`config.mk`:
```
export PLATFORM = sky130hd
export DESIGN_NAME = decodificador_servo_3
export DESIGN_NICKNAME = d
export VERILOG_FILES = /design/src/rtl/decodificador_servo_3.sv
export SDC_FILE = /design/constraint.sdc
export NUM_CORES = 1
export LEC_CHECK = 0
export BUFFER_PORTS_ARGS = -buffer_cell sky130_fd_sc_hd__buf_2
export CAP_MARGIN = 30
export CORE_MARGIN = 2
export CORE_UTILIZATION = 55
export DETAILED_ROUTE_END_ITERATION = 6
export PLACE_DENSITY_LB_ADDON = 0.1
export SYNTH_ARGS = -nofsm -noshare
export SYNTH_HDL_FRONTEND = slang
export SYNTH_SLANG_ARGS = --single-unit
```
`constraint.sdc`:
```
create_clock -name clock -period 7 [get_ports clock]
set_clock_uncertainty 0.05 [all_clocks]
set_input_delay 1.4 -clock clock [delete_from_list [all_inputs] [get_ports clock]]
set_output_delay 1.4 -clock clock [all_outputs]
set_load 0.005 [all_outputs]
```
`src/rtl/decodificador_servo_3.sv`:
```
// decodificador_servo_3
//   Servo-side receiver for the 3-bit servo PWM link. It measures each high pulse
//   of the 50 Hz control waveform in clock cycles and quantises it to the nearest
//   of 8 positions (0.7 ms + k*1.5 ms/7). It also flags a missing signal.
//
// Ports
//   clock      in   1       system clock (50 MHz nominal)
//   reset      in   1       asynchronous, active-low
//   pwm        in   1       servo waveform, asynchronous to clock
//   posicao    out  3       last successfully decoded position
//   pronto     out  1       one-cycle pulse per completed measurement (valid or not)
//   valido     out  1       last measurement was in range
//   erro       out  1       last measurement was out of range
//   sem_sinal  out  1       no rising edge for TIMEOUT cycles
//   largura    out  W_LARG  raw width of the last completed pulse, in cycles
//   db_estado  out  2       current FSM state
//
// state      | meaning
// -----------+-------------------------------------------------------------
// ESPERA 00  | idle, waiting for a low->high edge on the synchronised input
// MEDE   01  | counting high cycles until the falling edge
// DECODIFICA | one cycle: classify largura, update outputs, pulse pronto
//        10  |
module decodificador_servo_3 #(
  parameter int LARG_MIN = 35000,
  parameter int PASSO    = 10714,
  parameter int TIMEOUT  = 1200000,
  parameter int W_LARG   = 17,
  parameter int W_TO     = 21
) (
  input  logic              clock,
  input  logic              reset,
  input  logic              pwm,
  output logic [2:0]        posicao,
  output logic              pronto,
  output logic              valido,
  output logic              erro,
  output logic              sem_sinal,
  output logic [W_LARG-1:0] largura,
  output logic [1:0]        db_estado
);

  typedef enum logic [1:0] {
    ESPERA     = 2'b00,
    MEDE       = 2'b01,
    DECODIFICA = 2'b10
  } estado_t;

  localparam int WE      = W_LARG + 1;
  localparam int LIM_INF = LARG_MIN - PASSO / 2;
  localparam int LIM_SUP = LARG_MIN + 7 * PASSO + PASSO / 2;

  localparam logic [W_TO-1:0] TO_MAX = W_TO'(TIMEOUT);
  localparam logic [W_TO-1:0] TO_M1  = W_TO'(TIMEOUT - 1);

  estado_t           estado;
  logic              sync1, s, s_ant;
  logic [1:0]        vld;
  logic              armado;
  logic [W_LARG-1:0] cnt;
  logic [W_TO-1:0]   cnt_to;

  logic              sobe, desce, to_reach;
  logic [WE-1:0]     larg_ext;
  logic [2:0]        pos_calc;
  logic              faixa_ok;

  // armado stays low until a low level has been seen on a fully primed
  // synchroniser, so a pulse already high at reset release is not measured.
  assign sobe     = s & ~s_ant & armado;
  assign desce    = ~s & s_ant;
  assign to_reach = ~sobe & (cnt_to == TO_M1);

  assign larg_ext = {1'b0, largura};

  always_comb begin
    pos_calc = 3'd0;
    for (int k = 1; k <= 7; k++) begin
      if (larg_ext >= WE'(LIM_INF + k * PASSO)) pos_calc = pos_calc + 3'd1;
    end
  end

  // A saturated count means the real width is unknown, so it is never valid.
  assign faixa_ok = ~(&largura) &&
                    (larg_ext >= WE'(LIM_INF)) &&
                    (larg_ext <  WE'(LIM_SUP));

  assign db_estado = estado;

  always_ff @(posedge clock or negedge reset) begin
    if (!reset) begin
      estado    <= ESPERA;
      sync1     <= 1'b0;
      s         <= 1'b0;
      s_ant     <= 1'b0;
      vld       <= 2'b00;
      armado    <= 1'b0;
      cnt       <= '0;
      cnt_to    <= '0;
      posicao   <= 3'd0;
      pronto    <= 1'b0;
      valido    <= 1'b0;
      erro      <= 1'b0;
      sem_sinal <= 1'b0;
      largura   <= '0;
    end else begin
      sync1  <= pwm;
      s      <= sync1;
      s_ant  <= s;
      vld    <= {vld[0], 1'b1};
      if (vld[1] && !s) armado <= 1'b1;

      pronto <= 1'b0;

      if (sobe) begin
        cnt_to    <= '0;
        sem_sinal <= 1'b0;
      end else if (cnt_to != TO_MAX) begin
        cnt_to <= cnt_to + W_TO'(1);
      end

      // Timeout beats a coincident falling edge: measurement dropped, no pronto.
      if (to_reach) begin
        sem_sinal <= 1'b1;
        valido    <= 1'b0;
        estado    <= ESPERA;
      end else begin
        case (estado)
          ESPERA: begin
            if (sobe) begin
              cnt    <= W_LARG'(1);
              estado <= MEDE;
            end
          end
          MEDE: begin
            if (desce) begin
              largura <= cnt;
              estado  <= DECODIFICA;
            end else if (s && !(&cnt)) begin
              cnt <= cnt + W_LARG'(1);
            end
          end
          DECODIFICA: begin
            pronto <= 1'b1;
            estado <= ESPERA;
            if (faixa_ok) begin
              posicao <= pos_calc;
              valido  <= 1'b1;
              erro    <= 1'b0;
            end else begin
              valido  <= 1'b0;
              erro    <= 1'b1;
            end
          end
          default: estado <= ESPERA;
        endcase
      end
    end
  end

endmodule

```
==> flow_metrics.py <==
metrics = {
    "outcome": {
        "run_status": "completed",
    },
    "timing": {
        "timing_worst_slew_pin_value_ns": 0.8635,
        "slew-limit-headroom_pct": 42.43,
        "report.final.slew_viol_count": 0,
        "setup_viol": 0,
        "rsz0062_at_grt": "no",
        "time_the_final_worst_path_needs_with_i_o_delays_and_setup_ns": 4.469,
        "tns_ns": 0,
        "achievable-frequency_mhz": 223.7,
        "timing.final.hold_violations": 0,
        "final_min_period_over_clock_period_pct": 63.85,
    },
    "routing": {
        "avgViaCountPerCell": 5.774,
        "ant_nets": 0,
        "detailedRoute.firstIterationViolations": 231,
        "drtPass1Iterations": 4,
        "postRouteWirelength_mm": 8.179,
        "vias": 3060,
        "remaining_drc_errors": 0,
        "drt-wirelength-per-cell_um": 15.43,
    },
    "power": {
        "power.net_switching_uw": 276.8,
        "clkPwrFrac_pct": 32.6,
        "pwr_density_cell_nw_per_um2": 219.3,
        "power.static_leakage_nw": 2.069,
        "vdd.ir_drop.worst_uv": 147.3,
        "power.sequential.fraction_pct": 53.2,
        "share_comb_of_total_power_pct": 14.2,
        "power_switching_share_pct": 29.41,
        "p_int_uw": 664.4,
    },
    "synth": {
        "netlist_instances": 408,
        "synth_warnings": 0,
        "synth.avg_cell_area_sq_um": 9.602,
        "ys_async_sr_fraction_pct": 100.0,
        "share_of_synthesized_area_spent_on_multiplexers_pct": 4.855,
        "synth-compound-area-share_pct": 14.76,
        "synth_flop_cell": "sky130_fd_sc_hd__dfrtp_1",
        "synth_seq_cells": 70,
        "synth.area.top_cells": "sky130_fd_sc_hd__dfrtp_1 45%, sky130_fd_sc_hd__nor2_1 4.7%, sky130_fd_sc_hd__xor2_1 4.7%",
        "netlist-cell-type-count": 60,
        "synth_sequential_area_ratio_pct": 44.71,
        "synth_enable_flop_cells": 0,
        "synth_most_common_cell": "sky130_fd_sc_hd__dfrtp_1",
        "netlist_top_cells_count": "70 x sky130_fd_sc_hd__dfrtp_1, 49 x sky130_fd_sc_hd__nor2_1, 40 x sky130_fd_sc_hd__nand2_1, 21 x sky130_fd_sc_hd__xor2_1, 17 x sky130_fd_sc_hd__a21oi_1",
        "synth-adder-area-share_pct": 3.194,
        "synthDominantCellAreaShare_pct": 44.71,
        "post_synth_xor_area_fraction_pct": 6.867,
        "synth_area_sq_um": 3918,
        "main_combinational_cell_family_by_area_after_synthesis": "simple AND/OR/NAND/NOR gates",
        "synth.net_count": 421,
        "synth_area_leader_cell": "sky130_fd_sc_hd__dfrtp_1",
        "synth_simple_gate_area_share_pct": 21.81,
    },
    "cts": {
        "worst_setup_hold_path_clk_slew_ns": 0.07,
        "post_cts_hold_buffer_count": 0,
        "clkLatencyLatePin_ns": 0.34,
        "numClockSinks": 70,
        "post_cts_buffers": 0,
        "clock_tree.buffer_depth": 2,
        "cts_htree_levels": 3,
        "clock_tree_from_tritoncts": "yes",
        "total_of_cells_resized_after_clock_tree_synthesis": 0,
        "cts-buffers-inserted": 9,
        "cts_root_buf": "sky130_fd_sc_hd__clkbuf_8",
    },
    "floorplanning": {
        "die_height_um": 88.40,
        "floorplan.rows": 30,
        "floorplan.io_pins": 29,
        "start_util_pct": 57.34,
        "die_width_um": 88.40,
        "fp.dieArea_sq_um": 7814,
        "placeableCoreArea_sq_um": 6832,
    },
    "placed_design": {
        "dp_cells": 515,
        "hpwl_mm": 5.715,
        "place.port_buffers": 28,
        "globalplace.congestion": 0.8996,
    },
    "final_layout": {
        "area.growth.synth_to_final_pct": 9.582,
        "fill_cells": 592,
        "multiInputGateArea_sq_um": 2026,
        "ff_latch_area_sq_um": 1752,
        "num-nets-final": 443,
        "antenna_cells_inserted": 0,
        "post_route_cells_drive_above_1_share_pct": 15.67,
        "stdcell_count": 530,
    },
    "global_routing": {
        "grt_antenna_before_repair": 0,
        "first_global_vias": 2776,
        "global_route_wire_length_before_repair_mm": 13.69,
        "track_usage_pct": 22.77,
        "gr-total-overflow": 0,
        "largest_net_degree_at_the_start_of_global_routing": 71,
    },
    "worst_setup_path": {
        "start_kind": "register",
        "criticalPathCategory": "register to register",
        "worst-endpoint-arrival_ns": 4.64,
        "worstSetupEndpointType": "register",
        "cp.required_ns": 7.17,
        "worst_path_largest_cell_delay_ns": 0.48,
        "cp_max_fo": 9,
        "cells_along_the_critical_path": "and2_1 -> nand4_1 -> nand2_1 -> a41o_1 -> nand3_1 -> nand2_1 -> inv_1 -> ha_1 -> xor2_1 -> ha_1 -> nand3_1 -> a21boi_0 -> nor2_1 -> ha_1 -> nand2_1 -> o31ai_1 -> ha_1 -> inv_1 -> o211a_1 -> a211o_1 -> and3_1 -> a211o_1",
        "path_common_cell": "sky130_fd_sc_hd__ha_1",
        "critical-path-slowest-cell": "sky130_fd_sc_hd__dfrtp_1",
    },
    "flow_run": {
        "max-cap-violations": 0,
    },
    "hold_path": {
        "min_path_type": "register to register",
    },
}
state kept, by name, indices dropped and copies added (netlist names):
signal / cells
s_ant: 1
largura: 17
pronto: 1
armado: 1
db_estado: 2
cnt_to: 21
sync1: 1
posicao: 3
sem_sinal: 1
vld: 2
valido: 1
s: 1
erro: 1
cnt: 17
placed cells by master, fill, tap and decap left out, types with 14 or more instances in the layout:
master                    count
sky130_fd_sc_hd__nand3_1     14
sky130_fd_sc_hd__inv_1       14
sky130_fd_sc_hd__nor2_1      49
sky130_fd_sc_hd__mux2_2      16
sky130_fd_sc_hd__and3_1      14
sky130_fd_sc_hd__dfrtp_1     70
sky130_fd_sc_hd__buf_2       28
sky130_fd_sc_hd__o21ai_0     16
sky130_fd_sc_hd__a21oi_1     17
sky130_fd_sc_hd__nand2_1     40
sky130_fd_sc_hd__xor2_1      21
path summary, 6_finish.rpt:
path                                 start    endpoint  slack [ns]  cells after the start
worst max-delay path            largura[3]  posicao[2]        2.53                     22
worst min-delay path                 sync1           s        0.31                      0
worst max register to register  largura[3]  posicao[2]        2.53                     22
worst min register to register       sync1           s        0.31                      0
max in group asynchronous            reset      cnt[9]        5.13                      2
min in group asynchronous            reset  cnt_to[20]        1.21                      2
area by class of cell:
| class | count | share of cell area (%) |
|---|---|---|
| multi-input combinational | 304 | 47.19 |
| sequential | 70 | 40.80 |
| timing repair buffer | 31 | 3.789 |
| clock buffer | 11 | 3.060 |
| tap | 96 | 2.798 |
| inverter | 14 | 1.224 |
| clock inverter | 4 | 1.137 |
power by group through the flow:
stage / combinational (mW) / clock [mW] / sequential [mW]
5_1_grt: 0.155 / 0.332 / 0.510
2_1_floorplan: 0.110 / 0 / 0.478
6_report: 0.134 / 0.307 / 0.501
3_3_place_gp: 0.135 / 0 / 0.505
3_5_place_dp: 0.136 / 0 / 0.507
4_1_cts: 0.136 / 0.316 / 0.500
per-stage QoR:
stage                     hold slack (ns)  total power [mW]  utilization, %  cell area, sq um  setup slack (ns)
final                              0.3051            0.9412           62.84              4293             2.531
after global routing               0.3126            0.9971           62.84              4293             2.294
after CTS                          0.3074            0.9518           62.84              4293             2.567
after detailed placement           0.2903            0.6435           60.20              4113             2.586
after global placement             0.2874            0.6396           60.20              4113             2.712
after floorplan                    0.2812            0.5887               -              3918             2.869
logic make-up (layout without fill, tap and decap cells):
group	after synthesis	after routing
simple gates	168	168
compound gates	79	79
flops	70	70
buf+inv	34	60
xor+xnor	29	29
mux	17	17
fa+ha+maj	10	10
other cells	1	1
critical path, delay by kind of cell, from the launching register on:
family / cells / cell delay, ns
buffers and inverters: 2 / 0.10
adders and majority gates: 4 / 1.18
DFF: 1 / 0.48
AOI/OAI and AO/OA: 6 / 1.26
and+or+nand+nor: 9 / 1.10
xor gates and xnor gates: 1 / 0.20
routing by layer:
metal	part of all wire, %	track usage, %	routed length [um]
met1	49	32.05	3972
met3	4.2	4.851	340
met2	46	34.52	3756
met4	1.3	9.229	110
met5	0	0	0
(Power assumes the default switching activity.)
